[src/rtl/codes.sv]
// Shared encodings for the multiply/divide unit: command opcodes and FSM states.
package codes;

    typedef enum logic [2:0] {
        MD_MULT  = 3'd0,
        MD_MULTU = 3'd1,
        MD_DIV   = 3'd2,
        MD_DIVU  = 3'd3,
        MD_MTHI  = 3'd4,
        MD_MTLO  = 3'd5
    } muldiv_op_t;

    typedef enum logic [1:0] {
        ST_IDLE = 2'd0,
        ST_MUL  = 2'd1,
        ST_DIV  = 2'd2,
        ST_FIX  = 2'd3
    } muldiv_state_t;

endpackage

[src/rtl/muldiv_div_core.sv]
// Unsigned restoring divider datapath: one quotient bit per step, WIDTH steps per divide.
module muldiv_div_core #(
    parameter int WIDTH = 32
) (
    input  logic             clk,
    input  logic             rst,
    input  logic             load,
    input  logic             step,
    input  logic [WIDTH-1:0] dividend,
    input  logic [WIDTH-1:0] divisor,
    output logic [WIDTH-1:0] quotient,
    output logic [WIDTH-1:0] remainder
);

    logic [WIDTH-1:0] div_q;
    logic [WIDTH:0]   shifted;
    logic [WIDTH:0]   diff;

    // The remainder is always below the divisor, so one extra bit covers the shifted value.
    always_comb begin
        shifted = {remainder, quotient[WIDTH-1]};
        diff    = shifted - {1'b0, div_q};
    end

    always_ff @(posedge clk or posedge rst) begin
        if (rst) begin
            quotient  <= '0;
            remainder <= '0;
            div_q     <= '0;
        end else if (load) begin
            quotient  <= dividend;
            remainder <= '0;
            div_q     <= divisor;
        end else if (step) begin
            if (!diff[WIDTH]) begin
                remainder <= diff[WIDTH-1:0];
                quotient  <= {quotient[WIDTH-2:0], 1'b1};
            end else begin
                remainder <= shifted[WIDTH-1:0];
                quotient  <= {quotient[WIDTH-2:0], 1'b0};
            end
        end
    end

endmodule

[src/rtl/muldiv_unit.sv]
// Multi-cycle multiply/divide unit owning HI/LO. Define MULDIV_FAST_MUL_EN for a
// single-step multiplier instead of the iterative shift-add one.
module muldiv_unit
    import codes::*;
#(
    parameter int WIDTH = 32
) (
    input  logic             clk,
    input  logic             reset_i,
    input  logic             start_i,
    input  muldiv_op_t       op_i,
    input  logic [WIDTH-1:0] rs_i,
    input  logic [WIDTH-1:0] rt_i,
    output logic             busy_o,
    output logic             done_o,
    output logic             div_by_zero_o,
    output logic [WIDTH-1:0] hi_o,
    output logic [WIDTH-1:0] lo_o
);

    localparam int CW = $clog2(WIDTH) + 1;

    muldiv_state_t state;
    logic [CW-1:0] cnt;

    logic [WIDTH-1:0] a_mag;
`ifdef MULDIV_FAST_MUL_EN
    logic [WIDTH-1:0] b_mag;
`else
    logic [2*WIDTH-1:0] acc;
    logic [WIDTH:0]     acc_sum;
`endif
    logic neg_lo;
    logic neg_hi;
    logic is_div;
    logic dz;

    logic             op_signed;
    logic             rs_neg;
    logic             rt_neg;
    logic [WIDTH-1:0] rs_mag;
    logic [WIDTH-1:0] rt_mag;
    logic             div_load;
    logic             div_step;
    logic [WIDTH-1:0] quo;
    logic [WIDTH-1:0] rem;

    logic [2*WIDTH-1:0] prod_mag;
    logic [2*WIDTH-1:0] prod;
    logic [WIDTH-1:0]   quo_fix;
    logic [WIDTH-1:0]   rem_fix;

    always_comb begin
        op_signed = (op_i == MD_MULT) || (op_i == MD_DIV);
        rs_neg    = op_signed & rs_i[WIDTH-1];
        rt_neg    = op_signed & rt_i[WIDTH-1];
        rs_mag    = rs_neg ? -rs_i : rs_i;
        rt_mag    = rt_neg ? -rt_i : rt_i;
        div_load  = (state == ST_IDLE) && start_i &&
                    ((op_i == MD_DIV) || (op_i == MD_DIVU)) && (rt_i != '0);
        div_step  = (state == ST_DIV);
    end

    // Magnitudes of the most negative value wrap to themselves, which is the correct unsigned magnitude.
    always_comb begin
`ifdef MULDIV_FAST_MUL_EN
        prod_mag = {{WIDTH{1'b0}}, a_mag} * {{WIDTH{1'b0}}, b_mag};
`else
        acc_sum  = {1'b0, acc[2*WIDTH-1:WIDTH]} + (acc[0] ? {1'b0, a_mag} : {(WIDTH+1){1'b0}});
        prod_mag = acc;
`endif
        prod    = neg_lo ? -prod_mag : prod_mag;
        quo_fix = neg_lo ? -quo : quo;
        rem_fix = neg_hi ? -rem : rem;
    end

    muldiv_div_core #(
        .WIDTH(WIDTH)
    ) u_div_core (
        .clk       (clk),
        .rst       (reset_i),
        .load      (div_load),
        .step      (div_step),
        .dividend  (rs_mag),
        .divisor   (rt_mag),
        .quotient  (quo),
        .remainder (rem)
    );

    always_ff @(posedge clk or posedge reset_i) begin
        if (reset_i) begin
            state         <= ST_IDLE;
            cnt           <= '0;
            a_mag         <= '0;
`ifdef MULDIV_FAST_MUL_EN
            b_mag         <= '0;
`else
            acc           <= '0;
`endif
            neg_lo        <= 1'b0;
            neg_hi        <= 1'b0;
            is_div        <= 1'b0;
            dz            <= 1'b0;
            busy_o        <= 1'b0;
            done_o        <= 1'b0;
            div_by_zero_o <= 1'b0;
            hi_o          <= '0;
            lo_o          <= '0;
        end else begin
            done_o        <= 1'b0;
            div_by_zero_o <= 1'b0;
            case (state)
                ST_IDLE: begin
                    if (start_i) begin
                        case (op_i)
                            MD_MTHI: hi_o <= rs_i;
                            MD_MTLO: lo_o <= rs_i;
                            MD_MULT, MD_MULTU: begin
                                a_mag  <= rs_mag;
                                neg_lo <= rs_neg ^ rt_neg;
                                neg_hi <= rs_neg;
                                is_div <= 1'b0;
                                dz     <= 1'b0;
                                busy_o <= 1'b1;
`ifdef MULDIV_FAST_MUL_EN
                                b_mag  <= rt_mag;
                                state  <= ST_FIX;
`else
                                acc    <= {{WIDTH{1'b0}}, rt_mag};
                                cnt    <= CW'(WIDTH);
                                state  <= ST_MUL;
`endif
                            end
                            MD_DIV, MD_DIVU: begin
                                neg_lo <= rs_neg ^ rt_neg;
                                neg_hi <= rs_neg;
                                is_div <= 1'b1;
                                busy_o <= 1'b1;
                                if (rt_i == '0) begin
                                    dz    <= 1'b1;
                                    state <= ST_FIX;
                                end else begin
                                    dz    <= 1'b0;
                                    cnt   <= CW'(WIDTH);
                                    state <= ST_DIV;
                                end
                            end
                            default: ;
                        endcase
                    end
                end
`ifndef MULDIV_FAST_MUL_EN
                ST_MUL: begin
                    acc <= {acc_sum, acc[WIDTH-1:1]};
                    cnt <= cnt - CW'(1);
                    if (cnt == CW'(1)) state <= ST_FIX;
                end
`endif
                ST_DIV: begin
                    cnt <= cnt - CW'(1);
                    if (cnt == CW'(1)) state <= ST_FIX;
                end
                ST_FIX: begin
                    if (dz) begin
                        hi_o          <= '0;
                        lo_o          <= '0;
                        div_by_zero_o <= 1'b1;
                    end else if (is_div) begin
                        hi_o <= rem_fix;
                        lo_o <= quo_fix;
                    end else begin
                        hi_o <= prod[2*WIDTH-1:WIDTH];
                        lo_o <= prod[WIDTH-1:0];
                    end
                    done_o <= 1'b1;
                    busy_o <= 1'b0;
                    state  <= ST_IDLE;
                end
                default: begin
                    busy_o <= 1'b0;
                    state  <= ST_IDLE;
                end
            endcase
        end
    end

endmodule

[config.mk]
export PLATFORM = sky130hd
export DESIGN_NAME = muldiv_unit
export DESIGN_NICKNAME = d
export VERILOG_FILES = /design/src/rtl/codes.sv /design/src/rtl/muldiv_div_core.sv /design/src/rtl/muldiv_unit.sv
export SDC_FILE = /design/constraint.sdc
export NUM_CORES = 1
export LEC_CHECK = 0
export BUFFER_PORTS_ARGS = -buffer_cell sky130_fd_sc_hd__buf_4
export CAP_MARGIN = 20
export CELL_PAD_IN_SITES_DETAIL_PLACEMENT = 1
export CELL_PAD_IN_SITES_GLOBAL_PLACEMENT = 1
export CORE_AREA = 3 3 207 209
export DETAILED_ROUTE_END_ITERATION = 12
export DIE_AREA = 0 0 210 212
export PLACE_DENSITY = 0.87
export SYNTH_ARGS = -nofsm -noshare
export SYNTH_HDL_FRONTEND = slang
export SYNTH_SLANG_ARGS = --single-unit
[constraint.sdc]
create_clock -name clk -period 10.4 [get_ports clk]
set_input_delay 2.08 -clock clk [delete_from_list [all_inputs] [get_ports clk]]
set_output_delay 2.08 -clock clk [all_outputs]
set_load 0.01 [all_outputs]
==> Implementation_results.wiki <==
{| class="wikitable"
! Metric !! Value
|-
| CTS buffer count || 34
|-
| Post-Route Hold Slack || 0.472 ns
|-
| Setup slack, reg-to-reg || 5.68 ns
|-
| Tcrit/Tclk final || 46.2%
|-
| Post-Synth XOR/XNOR Area || 10.2%
|-
| Most used cell, CP || buf_4
|-
| Max H-tree Level || 2
|-
| Async set-or-reset flop fraction in the synthesized netlist || 100%
|-
| Flip-flop and latch count after synthesis || 271
|-
| Critical Path Source || rt_i[6]
|-
| CTS root buffer || clkbuf_16
|-
| Worst hold path type || reg -> reg
|-
| Pins Over Slew Limit || 0
|-
| Routed length per instance || 26.3 um
|-
| Reg-to-reg startpoint || acc[8]
|-
| Tightest slew margin relative to the limit || 24.6%
|-
| Path type of the worst setup path || in -> reg
|-
| Worst-path fanout max || 95
|-
| Number of buffers added on ports || 136
|-
| GRT Residual Overflow || 0
|-
| Leak || 9.48 nW
|-
| Post-Layout Inst Area || 22000 sq um
|-
| Critical Path Max Stage Delay || 0.65 ns
|-
| Worst reg2reg path depth || 9
|-
| Busiest layer in global routing || met2
|-
| Internal Pwr Total || 3.37 mW
|-
| Dominant delay contributor by cell family on the critical path || simple AND/OR/NAND/NOR gates
|-
| Die height || 212 um
|-
| Critical path endpoint || u_div_core.remainder[29]
|-
| Number of different library cells in the post-synthesis netlist || 77
|-
| Cell taking the most area after synthesis || dfrtp_1
|-
| Die outline area || 44500 sq um
|-
| Most used standard cells in the synthesized netlist || 279 x nand2_1, 273 x o21ai_0, 271 x dfrtp_1, 224 x a21oi_1, 128 x xnor2_1
|-
| Net count after synthesis || 2498
|-
| Initial antenna violation count || 3
|-
| Final TNS setup || 0 ns
|-
| Power consumption || 6.34 mW
|-
| Adder-Cell Fraction of Synth Area || 5.05%
|-
| RSZ-0062 raised after global routing || no
|-
| Leading cell type by number of instances after synthesis || nand2_1
|-
| Share of synthesized area occupied by flip-flops and latches || 35.0%
|-
| Fraction of the core area covered by cells at the end of the flow || 53.6%
|-
| Number of hold violations in the final report || 0
|-
| Proportion of synthesized area in mux cells || 2.05%
|-
| Share of cells above drive strength 1 || 10.5%
|-
| Clock tree from TritonCTS || yes
|-
| Chain of cells forming the critical path || buf_4, or4_1, or3_1, nor4_1, nand4_1, nand3_2, buf_4, nand3_1, a211oi_1, a21o_1
|-
| Data arrival time of the critical path || 5.27 ns
|-
| Count of buffers added by post-CTS timing repair for setup || 0
|-
| Met2 global-route usage || 54.0%
|-
| Number of enable flip-flop cells after synthesis || 0
|-
| R2r endpoint || hi_o[21]
|-
| Starting density of the core || 47.2%
|-
| Worst-margin pin slew || 1.10 ns
|-
| Post-layout instance count excluding filler cells || 2974
|-
| Synthesized-area fraction occupied by ao, oa, aoi and oai cells || 25.6%
|-
| Sum of buffers and inverters on the critical path || 2
|-
| Share of power burned in the clock network || 19.1%
|-
| Min Tclk post-route || 4.80 ns
|-
| Worst vdd ir || 0.196 mV
|-
| Critical Path Source Type || input port
|-
| Detailed Route WL || 78200 um
|-
| Source-to-sink clock delay at the later pin of the worst-skew pair || 0.53 ns
|-
| Pre-Repair DR Iteration Count || 6
|-
| Crit. path cell count || 10
|-
| Global routing met3 resource utilization || 6.70%
|-
| Core area || 41000 sq um
|-
| Proportion of power drawn by flip-flops and latches || 29.8%
|-
| Antenna Violating Nets Remaining || 0
|-
| Cell count after synthesis || 2351
|-
| Area contributors post-synth || dfrtp_1 35%, o21ai_0 7.1%, a21oi_1 5.8%, xnor2_1 5.8%, nand2_1 5.4%
|-
| Die Width || 210 um
|-
| Via count of the first global-routing pass || 19800
|-
| Synth Cell Area || 19400 sq um
|-
| Total power per unit cell area || 289 nW/um^2
|-
| Achievable Freq || 208 MHz
|-
| NumNets Final || 2564
|-
| Worst clock skew || 0.0224 ns
|-
| Max cap viols || 0
|-
| Global-route wire length before repair || 118000 um
|-
| Pre-CTS setup slack || 5.14 ns
|-
| Worst-case clock buffer depth || 3
|-
| DRC errors left || 0
|-
| Most frequently used flop master after synthesis || dfrtp_1
|-
| HPWL after DPL || 58600 um
|-
| Run status || finished, final reports clean
|-
| Pin count of the biggest net entering global routing || 119
|-
| Average footprint of a synthesized cell || 8.23 sq um
|-
| Largest family of logic cells by synthesized area || compound AO/OA/AOI/OAI gates
|-
| Warning count from the yosys run || 0
|-
| Critical path's slowest cell || buf_4
|-
| Clock slew seen by the registers of the worst setup and hold paths || 0.06 ns
|-
| Share of total power consumed by net switching || 46.9%
|-
| Endpoints failing setup || 0
|-
| Fraction of the mapped netlist area in simple logic gates || 17.9%
|-
| Final critical-path setup slack || 5.60 ns
|-
| Logic pwr share || 51.1%
|-
| Post_cts resized || 0
|-
| Net switching power || 2.97 mW
|-
| Instance area after placement || 20800 sq um
|-
| Count of routing violations after the opening detailed-route iteration || 1926
|-
| Worst setup EP type || flip-flop
|-
| CP Data Required Time || 10.87 ns
|-
| Routability congestion estimate from global placement || 0.986
|-
| Post-CTS Hold Fix Bufs || 0
|-
| Met1 capacity usage during global routing || 44.7%
|-
| Total vias in the final route || 19400
|-
| Layout area overhead || 13.5%
|-
| Count of clock tree sinks || 271
|-
| Gr usage total || 34.2%
|-
| Placed cell count || 2910
|-
| Count of standard-cell rows || 74
|-
| Mean number of vias per cell || 6.51
|-
| Top Ports || 137
|-
| Share of the synthesized area in the top cell type || 35.0%
|}
-- worst min path at each step --
stage,start,slack (ns),end,depth (start not counted)
final,a_mag[15],0.47,a_mag[15],2
after global routing,a_mag[5],0.50,a_mag[5],2
after detailed placement,a_mag[7],0.46,a_mag[7],2
after CTS,a_mag[7],0.47,a_mag[7],2
after floorplan,a_mag[30],0.44,a_mag[30],2
after global placement,a_mag[0],0.45,a_mag[0],2
-- sequential cells by signal, indices dropped and copies added, names as in the netlist --
register              count
a_mag                    32
acc                      64
busy_o                    1
cnt                       6
div_by_zero_o             1
done_o                    1
dz                        1
hi_o                     32
is_div                    1
lo_o                     32
neg_hi                    1
neg_lo                    1
state                     2
u_div_core.div_q         32
u_div_core.quotient      32
u_div_core.remainder     32
-- layout by cell type (no fill, tap or decap), types with 51 or more instances in the layout --
master and n:
a21oi_1 223, xor2_1 98, nand2_1 279, xnor2_1 128
ha_1 74, nor2b_1 51, buf_4 158, nor2_1 115
dfrtp_1 269, inv_1 77, o21ai_0 272
-- cells by family (layout without fill, tap and decap cells) --
kind of cell / after synthesis / count (layout)
compound gates: 817 / 817
mux: 38 / 38
xor+xnor: 226 / 226
flops: 271 / 271
other cells: 0 / 2
buf+inv: 212 / 301
fa+ha+maj: 77 / 77
simple gates: 710 / 710
-- power by group through the flow --
stage | clock, mW | combinational [mW] | sequential, mW
final | 1.21 | 3.24 | 1.89
after global routing | 1.26 | 3.51 | 1.92
after CTS | 1.22 | 3.18 | 1.86
after detailed placement | 0 | 3.13 | 1.87
after global placement | 0 | 2.99 | 1.85
after floorplan | 0 | 2.17 | 1.70
-- metal layers --
metal / up-vias / share of wire (%)
li1: 8599 / -
met1: 9695 / 40
met2: 851 / 46
met3: 213 / 8.3
met4: 2 / 6.0
met5: - / 0.020
-- layout make-up --
type / instances / area, sq um
antenna: 2 / 5.00
timing repair buffer: 161 / 1250
clock inverter: 7 / 67.6
tap: 532 / 666
multi-input combinational: 1868 / 11800
fill: 4874 / 19100
sequential: 271 / 6790
inverter: 81 / 312
clock buffer: 52 / 1050
-- worst min-delay path, stage by stage, from the launching register on --
cell	delay, ns
dfrtp_1	0.33
nand2_1	0.04
o21ai_0	0.06
Power figures use the tool's default switching activity.
